<file path="config.mk">
export PLATFORM = sky130hd
export DESIGN_NAME = alu_cmd_queue
export DESIGN_NICKNAME = d
export VERILOG_FILES = /design/src/rtl/alu_pkg.sv /design/src/rtl/alu_cmd_mem.sv /design/src/rtl/alu_cmd_queue.sv
export SDC_FILE = /design/constraint.sdc
export NUM_CORES = 1
export LEC_CHECK = 0
export CAP_MARGIN = 0
export CORE_ASPECT_RATIO = 1.4
export CORE_UTILIZATION = 57
export DETAILED_ROUTE_END_ITERATION = 10
export PLACE_DENSITY = 0.93
export SETUP_SLACK_MARGIN = 0.02
export SYNTH_ARGS = -nofsm -noshare
export SYNTH_HDL_FRONTEND = slang
export SYNTH_SLANG_ARGS = --single-unit
</file>
<file path="constraint.sdc">
create_clock -name clk -period 3.65 [get_ports clk]
set_input_delay 0.365 -clock clk [delete_from_list [all_inputs] [get_ports clk]]
set_output_delay 0.365 -clock clk [all_outputs]
set_load 0.005 [all_outputs]
</file>
<file path="src/rtl/alu_pkg.sv">
// Shared ALU definitions: opcodes, default operand width and the command record
// exchanged between the command queue and the ALU stage.
package alu_pkg;

  localparam int OPW_DEF = 4;

  localparam logic [1:0] OP_ADD = 2'b00;
  localparam logic [1:0] OP_SUB = 2'b01;
  localparam logic [1:0] OP_MUL = 2'b10;
  localparam logic [1:0] OP_DIV = 2'b11;

  typedef struct packed {
    logic [OPW_DEF-1:0] a;
    logic [OPW_DEF-1:0] b;
    logic [1:0]         sel;
  } alu_cmd_t;

endpackage

</file>
<file path="src/rtl/alu_cmd_mem.sv">
// Command storage: DEPTH x alu_cmd_t, one synchronous write port and one
// asynchronous read port. Contents are deliberately left unreset.
module alu_cmd_mem
  import alu_pkg::*;
#(
  parameter int DEPTH = 4
) (
  input  logic                     clk_i,
  input  logic                     we_i,
  input  logic [$clog2(DEPTH)-1:0] waddr_i,
  input  alu_cmd_t                 wdata_i,
  input  logic [$clog2(DEPTH)-1:0] raddr_i,
  output alu_cmd_t                 rdata_o
);

  alu_cmd_t mem_q [DEPTH];

  // Write port
  always_ff @(posedge clk_i) begin
    if (we_i) begin
      mem_q[waddr_i] <= wdata_i;
    end
  end

  assign rdata_o = mem_q[raddr_i];

endmodule

</file>
<file path="src/rtl/alu_cmd_queue.sv">
// In-order command queue in front of the ALU: valid/ready on both sides,
// no bypass or pass-through, and divide-by-zero flagging of the head command.
module alu_cmd_queue
  import alu_pkg::*;
#(
  parameter int DEPTH = 4,
  parameter int OPW   = OPW_DEF
) (
  input  logic                   clk,
  input  logic                   rst_n,
  input  logic                   in_valid,
  output logic                   in_ready,
  input  logic [OPW-1:0]         in_a,
  input  logic [OPW-1:0]         in_b,
  input  logic [1:0]             in_sel,
  output logic                   out_valid,
  input  logic                   out_ready,
  output logic [OPW-1:0]         out_a,
  output logic [OPW-1:0]         out_b,
  output logic [1:0]             out_sel,
  output logic                   out_dz,
  output logic [$clog2(DEPTH):0] count,
  output logic                   dz_seen
);

  localparam int PW = $clog2(DEPTH);
  localparam int CW = PW + 1;

  logic [PW-1:0] wr_ptr_q, wr_ptr_d;
  logic [PW-1:0] rd_ptr_q, rd_ptr_d;
  logic [CW-1:0] count_q, count_d;
  logic          dz_seen_q, dz_seen_d;
  logic          push_s, pop_s, dz_s;
  alu_cmd_t      wcmd_s, head_s;

  assign in_ready  = (count_q != CW'(DEPTH));
  assign out_valid = (count_q != {CW{1'b0}});
  assign push_s    = in_valid && in_ready;
  assign pop_s     = out_valid && out_ready;

  assign wcmd_s = '{a: in_a, b: in_b, sel: in_sel};

  alu_cmd_mem #(.DEPTH(DEPTH)) u_mem (
    .clk_i   (clk),
    .we_i    (push_s),
    .waddr_i (wr_ptr_q),
    .wdata_i (wcmd_s),
    .raddr_i (rd_ptr_q),
    .rdata_o (head_s)
  );

  // Head outputs are forced to zero while empty so stale storage never leaks
  assign out_a   = out_valid ? head_s.a   : {OPW{1'b0}};
  assign out_b   = out_valid ? head_s.b   : {OPW{1'b0}};
  assign out_sel = out_valid ? head_s.sel : 2'b00;
  assign dz_s    = out_valid && (head_s.sel == OP_DIV) && (head_s.b == {OPW{1'b0}});
  assign out_dz  = dz_s;
  assign count   = count_q;
  assign dz_seen = dz_seen_q;

  // Next-state for pointers, occupancy and the sticky divide-by-zero flag
  always_comb begin
    wr_ptr_d  = wr_ptr_q;
    rd_ptr_d  = rd_ptr_q;
    count_d   = count_q;
    dz_seen_d = dz_seen_q;
    if (push_s) begin
      wr_ptr_d = wr_ptr_q + PW'(1);
    end else begin
      wr_ptr_d = wr_ptr_q;
    end
    if (pop_s) begin
      rd_ptr_d = rd_ptr_q + PW'(1);
    end else begin
      rd_ptr_d = rd_ptr_q;
    end
    case ({push_s, pop_s})
      2'b10:   count_d = count_q + CW'(1);
      2'b01:   count_d = count_q - CW'(1);
      default: count_d = count_q;
    endcase
    if (pop_s && dz_s) begin
      dz_seen_d = 1'b1;
    end else begin
      dz_seen_d = dz_seen_q;
    end
  end

  // State registers with synchronous active-low reset taking priority
  always_ff @(posedge clk) begin
    if (!rst_n) begin
      wr_ptr_q  <= {PW{1'b0}};
      rd_ptr_q  <= {PW{1'b0}};
      count_q   <= {CW{1'b0}};
      dz_seen_q <= 1'b0;
    end else begin
      wr_ptr_q  <= wr_ptr_d;
      rd_ptr_q  <= rd_ptr_d;
      count_q   <= count_d;
      dz_seen_q <= dz_seen_d;
    end
  end

endmodule

</file>
==> results of run 1 <==
[cells by family after synthesis]
logic type	after synthesis
buffers and inverters	13
AOI/OAI and AO/OA	10
xor gates and xnor gates	4
and+or+nand+nor	30
adders and majority gates	6
DFF	50
muxes	10
[state kept, by name, indices dropped and copies added (netlist names), named ones only]
signal and flops:
wr_ptr_q 2, u_mem.mem_q 40, dz_seen 1, rd_ptr_q 2, count 3
[cell usage after synthesis, drive strengths merged]
library cell	n	share of area, %
nor2	6	1.1
inv	8	1.5
nand2	3	0.54
edfxtp	40	58
nand3	3	0.72
and2	9	2.8
o311ai	1	0.42
and3	4	1.2
o21ai	1	0.24
o41ai	1	0.79
or3b	1	0.42
fa	1	0.97
or3	2	0.60
ha	5	3.0
a21oi	4	0.97
clkbuf	3	0.54
xor2	4	1.7
dfxtp	10	9.7
a21o	2	0.72
o31ai	1	0.36
or4b	1	0.66
nor3	1	0.24
buf	2	0.72
mux4	10	12
[cell usage in the layout (no fill, tap or decap)]
master / Yosys / layout
a21oi_1: 4 / 4
o31ai_1: 1 / 1
nand2_1: 3 / 3
o41ai_2: 1 / 1
and3_1: 4 / 4
and2_1: 8 / 8
and2_2: 1 / 1
xor2_1: 4 / 4
nor2_1: 6 / 6
or4b_4: 1 / 1
ha_1: 5 / 5
nand3_1: 3 / 3
o311ai_0: 1 / 1
or3_1: 2 / 2
o21ai_0: 1 / 1
mux4_2: 3 / 3
dfxtp_1: 10 / 10
edfxtp_1: 40 / 40
inv_1: 8 / 8
nor3_1: 1 / 1
clkdlybuf4s50_1: 0 / 30
mux4_1: 7 / 7
bufinv_16: 0 / 2
fa_1: 1 / 1
a21o_1: 2 / 2
clkbuf_8: 0 / 5
clkinv_4: 0 / 1
or3b_2: 1 / 1
[power by group through the flow]
| stage | logic, mW | registers [mW] | clock network [mW] |
|---|---|---|---|
| after detailed placement | 0.555 | 0.765 | 0 |
| after floorplan | 0.332 | 0.727 | 0 |
| after global routing | 0.603 | 0.763 | 0.477 |
| final | 0.549 | 0.752 | 0.448 |
| after global placement | 0.525 | 0.757 | 0 |
| after CTS | 0.557 | 0.753 | 0.455 |
[final timing paths]
check	endpoint	slack (ns)	cells after the start
worst min register to register	dz_seen$_SDFFE_PN0P_	0.49	2
worst min-delay path	dz_seen$_SDFFE_PN0P_	0.49	2
worst max register to register	count[2]$_SDFFE_PN0P_	1.26	8
worst max-delay path	out_dz	0.47	4
[critical path, stage by stage (launching register included)]
cell             delay, ns
dfxtp_1               0.69
mux4_2                0.59
or4b_4                0.56
nor3_1                0.15
clkdlybuf4s50_1       0.52
[final cells by class]
cell class	count	area [um2]	share of cell area, %
well taps	40	50.0	1.98
flip-flops and latches	50	1400	55.3
multi-input cells	60	613	24.2
repair buffers	30	300	11.9
clock inverters	3	68.8	2.72
clock buffers	5	68.8	2.72
inverters	8	30.0	1.19
[metrics by stage]
step | worst slack [ns] | instance area (um2) | std cells | total power, mW
6_report | 0.473 | 2530 | 196 | 1.75
3_5_place_dp | 0.752 | 2390 | 188 | 1.32
4_1_cts | 0.416 | 2530 | 196 | 1.76
2_1_floorplan | 1.33 | 2070 | 123 | 1.06
5_1_grt | 0.312 | 2530 | 196 | 1.84
3_3_place_gp | 0.826 | 2390 | 188 | 1.28
[metal layers]
layer	routed length, um	track usage, %	vias to the layer above	part of all wire (%)
met5	0	0	-	0
met4	59	8.77	0	1.7
met3	141	4.35	7	4.2
met2	1760	35.4	30	52
met1	1420	25.7	544	42
li1	-	-	528	-
==> reports/qor.txt, run 1 <==
CTS root buffer = clkbuf_8
worst endpoint required time = 3.28 ns
net switching power = 0.462 mW
mean post-synth cell area = 16.8 um2
Antenna Nets Post-Route = 0
drt via density = 5.66
post-synthesis cell type count = 27
Hold-fix buffers, CTS = 0
status = finished, final reports clean
Max Cap Viol = 0
Final Critical Period = 3.18 ns
Post-Route WL = 3.39 mm
Setup crit start kind = flop
# fillers = 205
antenna cells = 0
GP Congestion = 0.768
GR Util All Layers = 20.9%
drt first pass iters = 4
H-tree depth = 2
fin. max-slew vios = 0
wire per inst = 17.3 um
final setup TNS = 0 ns
# Post-CTS Setup Buffers = 0
Mapped Nets = 143
die height = 73.3 um
worst hold start = dz_seen$_SDFFE_PN0P_
clock skew = 0.00441 ns
Internal = 1.29 mW
share of cells above drive strength 1 = 9.62%
Die X-Extent = 52.9 um
CTS Buf Count = 5
period utilisation layout = 87.0%
Worst slew margin = 62.2%
leakage dissipation = 0.902 nW
Starting Density = 60.7%
Synth Warn # = 0
Starting DRT DRC Count = 24
power share of the clock group = 25.6%
CP endpoint kind = primary output
worst hold slack = 0.488 ns
switching share of power = 26.4%
Comb pwr share = 31.4%
Crit Path Max Fanout = 10
Yosys reg bits = 50
Compound-Gate Fraction of Synth Area = 3.50%
Min-Delay Path Class = reg2reg
die area = 0.00388 mm2
P&R area growth vs syn = 22.3%
Synth Area in XOR/XNOR = 1.69%
post-synth design cell area = 0.00207 mm2
Peak Freq = 0.315 GHz
Simple-Gate Fraction of Synth Area = 8.28%
Worst-path clk slew = 0.08 ns
r2r startpoint = count[2]$_SDFFE_PN0P_
port bufs = 30
Clk Latency, worst-skew pair = 0.30 ns
CP Class = reg2out
# IOs = 31
Net count, final = 175
core area = 0.00341 mm2
Final Util = 74.3%
pwr dens = 691 mW/mm2
RSZ-0062 raised after global routing = false
Arr. time, crit path = 2.81 ns
Seq/Total Area, Yosys = 67.7%
drt drc = 0
Worst VDD drop = 474 uV
final number of hold-violating endpoints = 0
HPWL after DPL = 2.40 mm
Seq pwr share = 43.0%
CTS tree = yes
first-pass GRT wire length = 5.52 mm
clock sinks = 50
Final setup viols = 0
Cells after Synth = 123
largest net degree at the start of global routing = 17
initial antenna violation count = 0
main combinational cell family by area after synthesis = multiplexers
clk buf depth = 2
measured slew at the worst slew-check pin = 0.567 ns
mux cell area share after synthesis = 12.1%
cts repair resizes = 0
Adder-Cell Fraction of Synth Area = 3.99%
Cell Rows = 25
total gr overflow = 0
vias in the first global route = 1,161
via count = 1,109
No activity file was read; power rests on OpenSTA's default activity.
==> run 2, diff against run 1 <==
Settings changed: CORE_MARGIN from default to 2, CORE_UTILIZATION 57 to 60, DONT_BUFFER_PORTS from default to 1, PLACE_DENSITY 0.93 to 0.86, REMOVE_ABC_BUFFERS from default to 1.
==> run 2 against run 1 <==
Global-route usage down 1.8 points. Sequential cell count unchanged. Power shrank 20%. Combinational power fell by 34%. Critical path depth decreased by 1. Cell count fell by 16%. Register-to-register slack worse by 0.09 ns. Die area grew 1.6%. Via count shrank 9.0%. Worst setup slack improved by 0.47 ns.
==> reports/qor.txt, run 2 (same netlist as run 1, synthesis figures left out) <==
status = finished, final reports clean
# Post-CTS Setup Buffers = 0
pre-CTS WS = 1.18 ns
CTS Buf Count = 5
HPWL after DPL = 2.31 mm
CP bufs+invs = 0
Starting Density = 61.9%
family with the most delay on the worst path = simple AND/OR/NAND/NOR gates
Arr. time, crit path = 2.34 ns
Largest stage delay, worst path = 0.68 ns
Worst VDD drop = 620 uV
fin area = 0.00217 mm2
Hold-fix buffers, CTS = 0
CP Class = reg2out
final worst slack = 0.945 ns
vias in the first global route = 1,109
switching share of power = 29.8%
Worst slew margin = 62.6%
# IOs = 31
cts repair resizes = 0
Antenna Nets Post-Route = 0
max FFs per register = 40
via count = 1,009
Post-Route WL = 3.21 mm
wire per inst = 19.4 um
measured slew at the worst slew-check pin = 0.560 ns
commonest cells after routing, fill and taps aside = edfxtp_1, dfxtp_1, inv_1, and2_1, mux4_1
Cell Rows = 25
H-tree depth = 2
register area = 0.00140 mm2
Peak Freq = 0.370 GHz
Min-Delay Path Class = in2reg
Max Cap Viol = 0
CTS tree = yes
share of cells above drive strength 1 = 10.4%
CP max-delay cell = dfxtp_1
clock sinks = 50
worst hold slack = 0.167 ns
leakage dissipation = 0.758 nW
CP endpoint kind = primary output
Seq pwr share = 53.8%
Comb pwr share = 25.7%
Biggest register = u_mem.mem_q
RSZ-0062 raised after global routing = false
period utilisation layout = 74.1%
area of placed instances = 0.00209 mm2
initial antenna violation count = 0
final setup TNS = 0 ns
power share of the clock group = 20.5%
drt drc = 0
Crit Path Max Fanout = 10
Multi-input gate area = 613 um2
drt first pass iters = 4
total power = 1.40 mW
total gr overflow = 0
pwr dens = 645 mW/mm2
Die X-Extent = 53.7 um
net switching power = 0.418 mW
final number of hold-violating endpoints = 0
Worst-path clk slew = 0.08 ns
Setup crit start kind = flop
die height = 73.5 um
Starting DRT DRC Count = 23
largest net degree at the start of global routing = 15
Final setup viols = 0
first-pass GRT wire length = 5.04 mm
CTS root buffer = clkbuf_8
worst endpoint required time = 3.28 ns
clock skew = 0.00388 ns
GP Congestion = 0.724
commonest non-fill, non-tap cell in the layout = edfxtp_1
Net count, final = 145
port bufs = 0
drt via density = 6.12
die area = 0.00394 mm2
P&R area growth vs syn = 5.02%
Internal = 0.985 mW
clk buf depth = 2
GR Util All Layers = 19.1%
core area = 0.00335 mm2
fin. max-slew vios = 0
Clk Latency, worst-skew pair = 0.29 ns
crit-path cells = mux4_2 -> or4b_4 -> nor3_1
# fillers = 234
Final Critical Period = 2.71 ns
antenna cells = 0
==> run 2: changes by cell type in the layout (fill, tap and decap cells not counted), sizes merged <==
| cell | previous run | this run |
|---|---|---|
| clkdlybuf4s50 | 30 | 0 |
| bufinv | 2 | 0 |
| clkbuf | 5 | 6 |
| clkinv | 1 | 0 |
| clkinvlp | 0 | 1 |
==> run 2: area by class of cell <==
class                   instances  area share (%)
inverters                       8            1.38
well taps                      40            2.30
clock buffers                   6            3.34
clock inverters                 1           0.345
flip-flops and latches         50            64.4
multi-input cells              60            28.2
==> run 2: path summary, 6_finish.rpt <==
kind	from	to	slack, ns	cells past startpoint
max	flop	out_dz	0.94	3
min reg2reg	dz_seen$_SDFFE_PN0P_	dz_seen$_SDFFE_PN0P_	0.53	2
max reg2reg	count[2]$_SDFFE_PN0P_	count[2]$_SDFFE_PN0P_	1.17	8
min	in_a[1]	u_mem.mem_q[0][7]$_DFFE_PP_	0.17	0
==> run 2: power by group through the flow <==
stage	Clock, mW	Sequential (mW)	Combinational, mW
final	0.288	0.754	0.361
after global routing	0.316	0.766	0.406
after CTS	0.299	0.757	0.366
after detailed placement	0	0.770	0.365
after global placement	0	0.762	0.338
after floorplan	0	0.747	0.291
==> run 2: per-stage QoR <==
step,std cells,utilization [%]
after floorplan,118,-
after global placement,158,62.6
after detailed placement,158,62.6
after CTS,165,65.0
after global routing,165,65.0
final,165,65.0
==> run 2: routing by layer <==
metal,global-route usage (%),up-vias,part of all wire (%)
met3,7.32,6,4.6
met2,32.8,29,56
met1,20.3,505,38
met4,8.55,0,1.6
met5,0,-,0
li1,-,469,-
==> run 3, diff against run 2 <==
Settings changed: CORE_UTILIZATION 60 to 55, PLACE_DENSITY 0.86 to 0.83.
Clock period 3.65 ns to 2.3 ns, I/O delays scaled along.
==> run 3 against run 2 <==
Die area up 8.5%. Cell count grew 8.5%. Worst setup slack worse by 0.85 ns. Clock skew rose by 0.0030 ns. Register-to-register slack lost 1.1 ns. First-iteration DRC count is 43% higher. Utilization is 1.4 points lower. Sequential share of layout area fell by 3.8 points. Global-route usage fell by 2.6 points. Power rose by 74%. Critical endpoint is now count[2]$_SDFFE_PN0P_.
==> reports/qor.txt, run 3 (same netlist as run 1, synthesis figures left out) <==
status = finished, final reports clean
share of cells above drive strength 1 = 17.5%
wire per inst = 18.5 um
measured slew at the worst slew-check pin = 0.523 ns
Clk Latency, worst-skew pair = 0.30 ns
drt drc = 0
Starting DRT DRC Count = 33
Final Critical Period = 2.21 ns
Final setup viols = 0
GR Util All Layers = 16.5%
Post-Route WL = 3.31 mm
Multi-input gate area = 621 um2
Setup crit start kind = flop
total gr overflow = 0
fin cells = 179
via count = 1,067
final number of hold-violating endpoints = 0
vias in the first global route = 1,107
GP Congestion = 0.709
period utilisation layout = 96.0%
Worst slew margin = 65.1%
Die X-Extent = 55.9 um
die height = 76.6 um
clock skew = 0.00685 ns
Worst-path clk slew = 0.09 ns
HPWL after DPL = 2.34 mm
crit-path cells = or3b_2 -> nand2_1 -> ha_2 -> inv_1 -> fa_1 -> xor2_1 -> or3_1 -> a21oi_1
family with the most delay on the worst path = simple AND/OR/NAND/NOR gates
pwr dens = 1060 mW/mm2
Arr. time, crit path = 2.45 ns
CTS tree = yes
Comb pwr share = 28.3%
initial antenna violation count = 0
Worst VDD drop = 612 uV
switching share of power = 28.9%
core area = 0.00364 mm2
drt via density = 5.96
CTS root buffer = clkbuf_8
Antenna Nets Post-Route = 0
CP bufs+invs = 1
Internal = 1.74 mW
fin. max-slew vios = 0
# IOs = 31
commonest non-fill, non-tap cell in the layout = edfxtp_1
clock sinks = 50
commonest cells after routing, fill and taps aside = edfxtp_1, dfxtp_1, inv_1, and2_1, mux4_1
leakage dissipation = 0.822 nW
drt first pass iters = 4
port bufs = 0
CTS Buf Count = 5
largest net degree at the start of global routing = 17
Net count, final = 156
H-tree depth = 2
Cells after DPL = 166
clk buf depth = 2
Crit Path Max Fanout = 2
die area = 0.00428 mm2
power share of the clock group = 24.6%
worst hold slack = 0.0177 ns
# fillers = 271
Max Cap Viol = 0
final worst slack = 0.0919 ns
final setup TNS = 0 ns
worst endpoint required time = 2.54 ns
antenna cells = 0
Min-Delay Path Class = in2reg
net switching power = 0.708 mW
Cell Rows = 26
first-pass GRT wire length = 5.22 mm
Biggest register = u_mem.mem_q
fin area = 0.00232 mm2
Peak Freq = 0.453 GHz
Seq pwr share = 47.1%
P&R area growth vs syn = 11.9%
CP endpoint kind = flop
CP Class = reg2reg
register area = 0.00141 mm2
max FFs per register = 40
area of placed instances = 0.00214 mm2
CP max-delay cell = or3b_2
Largest stage delay, worst path = 0.47 ns
pre-CTS WS = 0.102 ns
Starting Density = 56.8%
RSZ-0062 raised after global routing = false
==> run 3: worst register-to-register path: stages (launching register included) <==
cell	delay [ns]
dfxtp_1	0.34
or3b_2	0.47
nand2_1	0.10
ha_2	0.19
inv_1	0.05
fa_1	0.37
xor2_1	0.17
or3_1	0.32
a21oi_1	0.14
==> run 3: repair_timing <==
item,4_1_cts,5_1_grt
resized for setup,3,1
setup buffers,0,0
setup endpoints to repair,1,1
hold buffers,0,5
hold endpoints to repair,0,16
==> run 3: through the flow <==
step / power, mW / util [%]
after global routing: 2.58 / 63.6
after CTS: 2.46 / 62.2
after floorplan: 1.65 / -
after detailed placement: 1.86 / 58.8
after global placement: 1.81 / 58.8
final: 2.45 / 63.6
==> run 3: metal layers <==
metal,share of wire [%],track usage [%]
met1,38,17.5
met2,55,29.3
met3,5.3,6.11
met4,1.4,6.43
met5,0,0
==> run 3: area by class of cell <==
cell class	instances	share of cell area, %
timing repair buffer	11	4.10
inverter	8	1.30
sequential	50	60.6
tap	42	2.27
clock inverter	3	1.94
multi-input combinational	60	26.8
clock buffer	5	2.97
==> run 3: power by group through the flow <==
stage                     Clock, mW  Sequential [mW]  Combinational, mW
after floorplan                   0             1.19              0.462
after detailed placement          0             1.17              0.686
after global routing          0.650             1.16              0.770
after CTS                     0.615             1.16              0.694
after global placement            0             1.16              0.652
final                         0.602             1.15              0.692
==> run 3: worst paths after layout <==
path         cells after the start                  start                          end  slack, ns
min reg2reg                      2   dz_seen$_SDFFE_PN0P_         dz_seen$_SDFFE_PN0P_       0.50
min                              0                in_b[2]  u_mem.mem_q[2][4]$_DFFE_PP_       0.02
max reg2reg                      8  count[2]$_SDFFE_PN0P_        count[2]$_SDFFE_PN0P_       0.09
max                              8  count[2]$_SDFFE_PN0P_        count[2]$_SDFFE_PN0P_       0.09
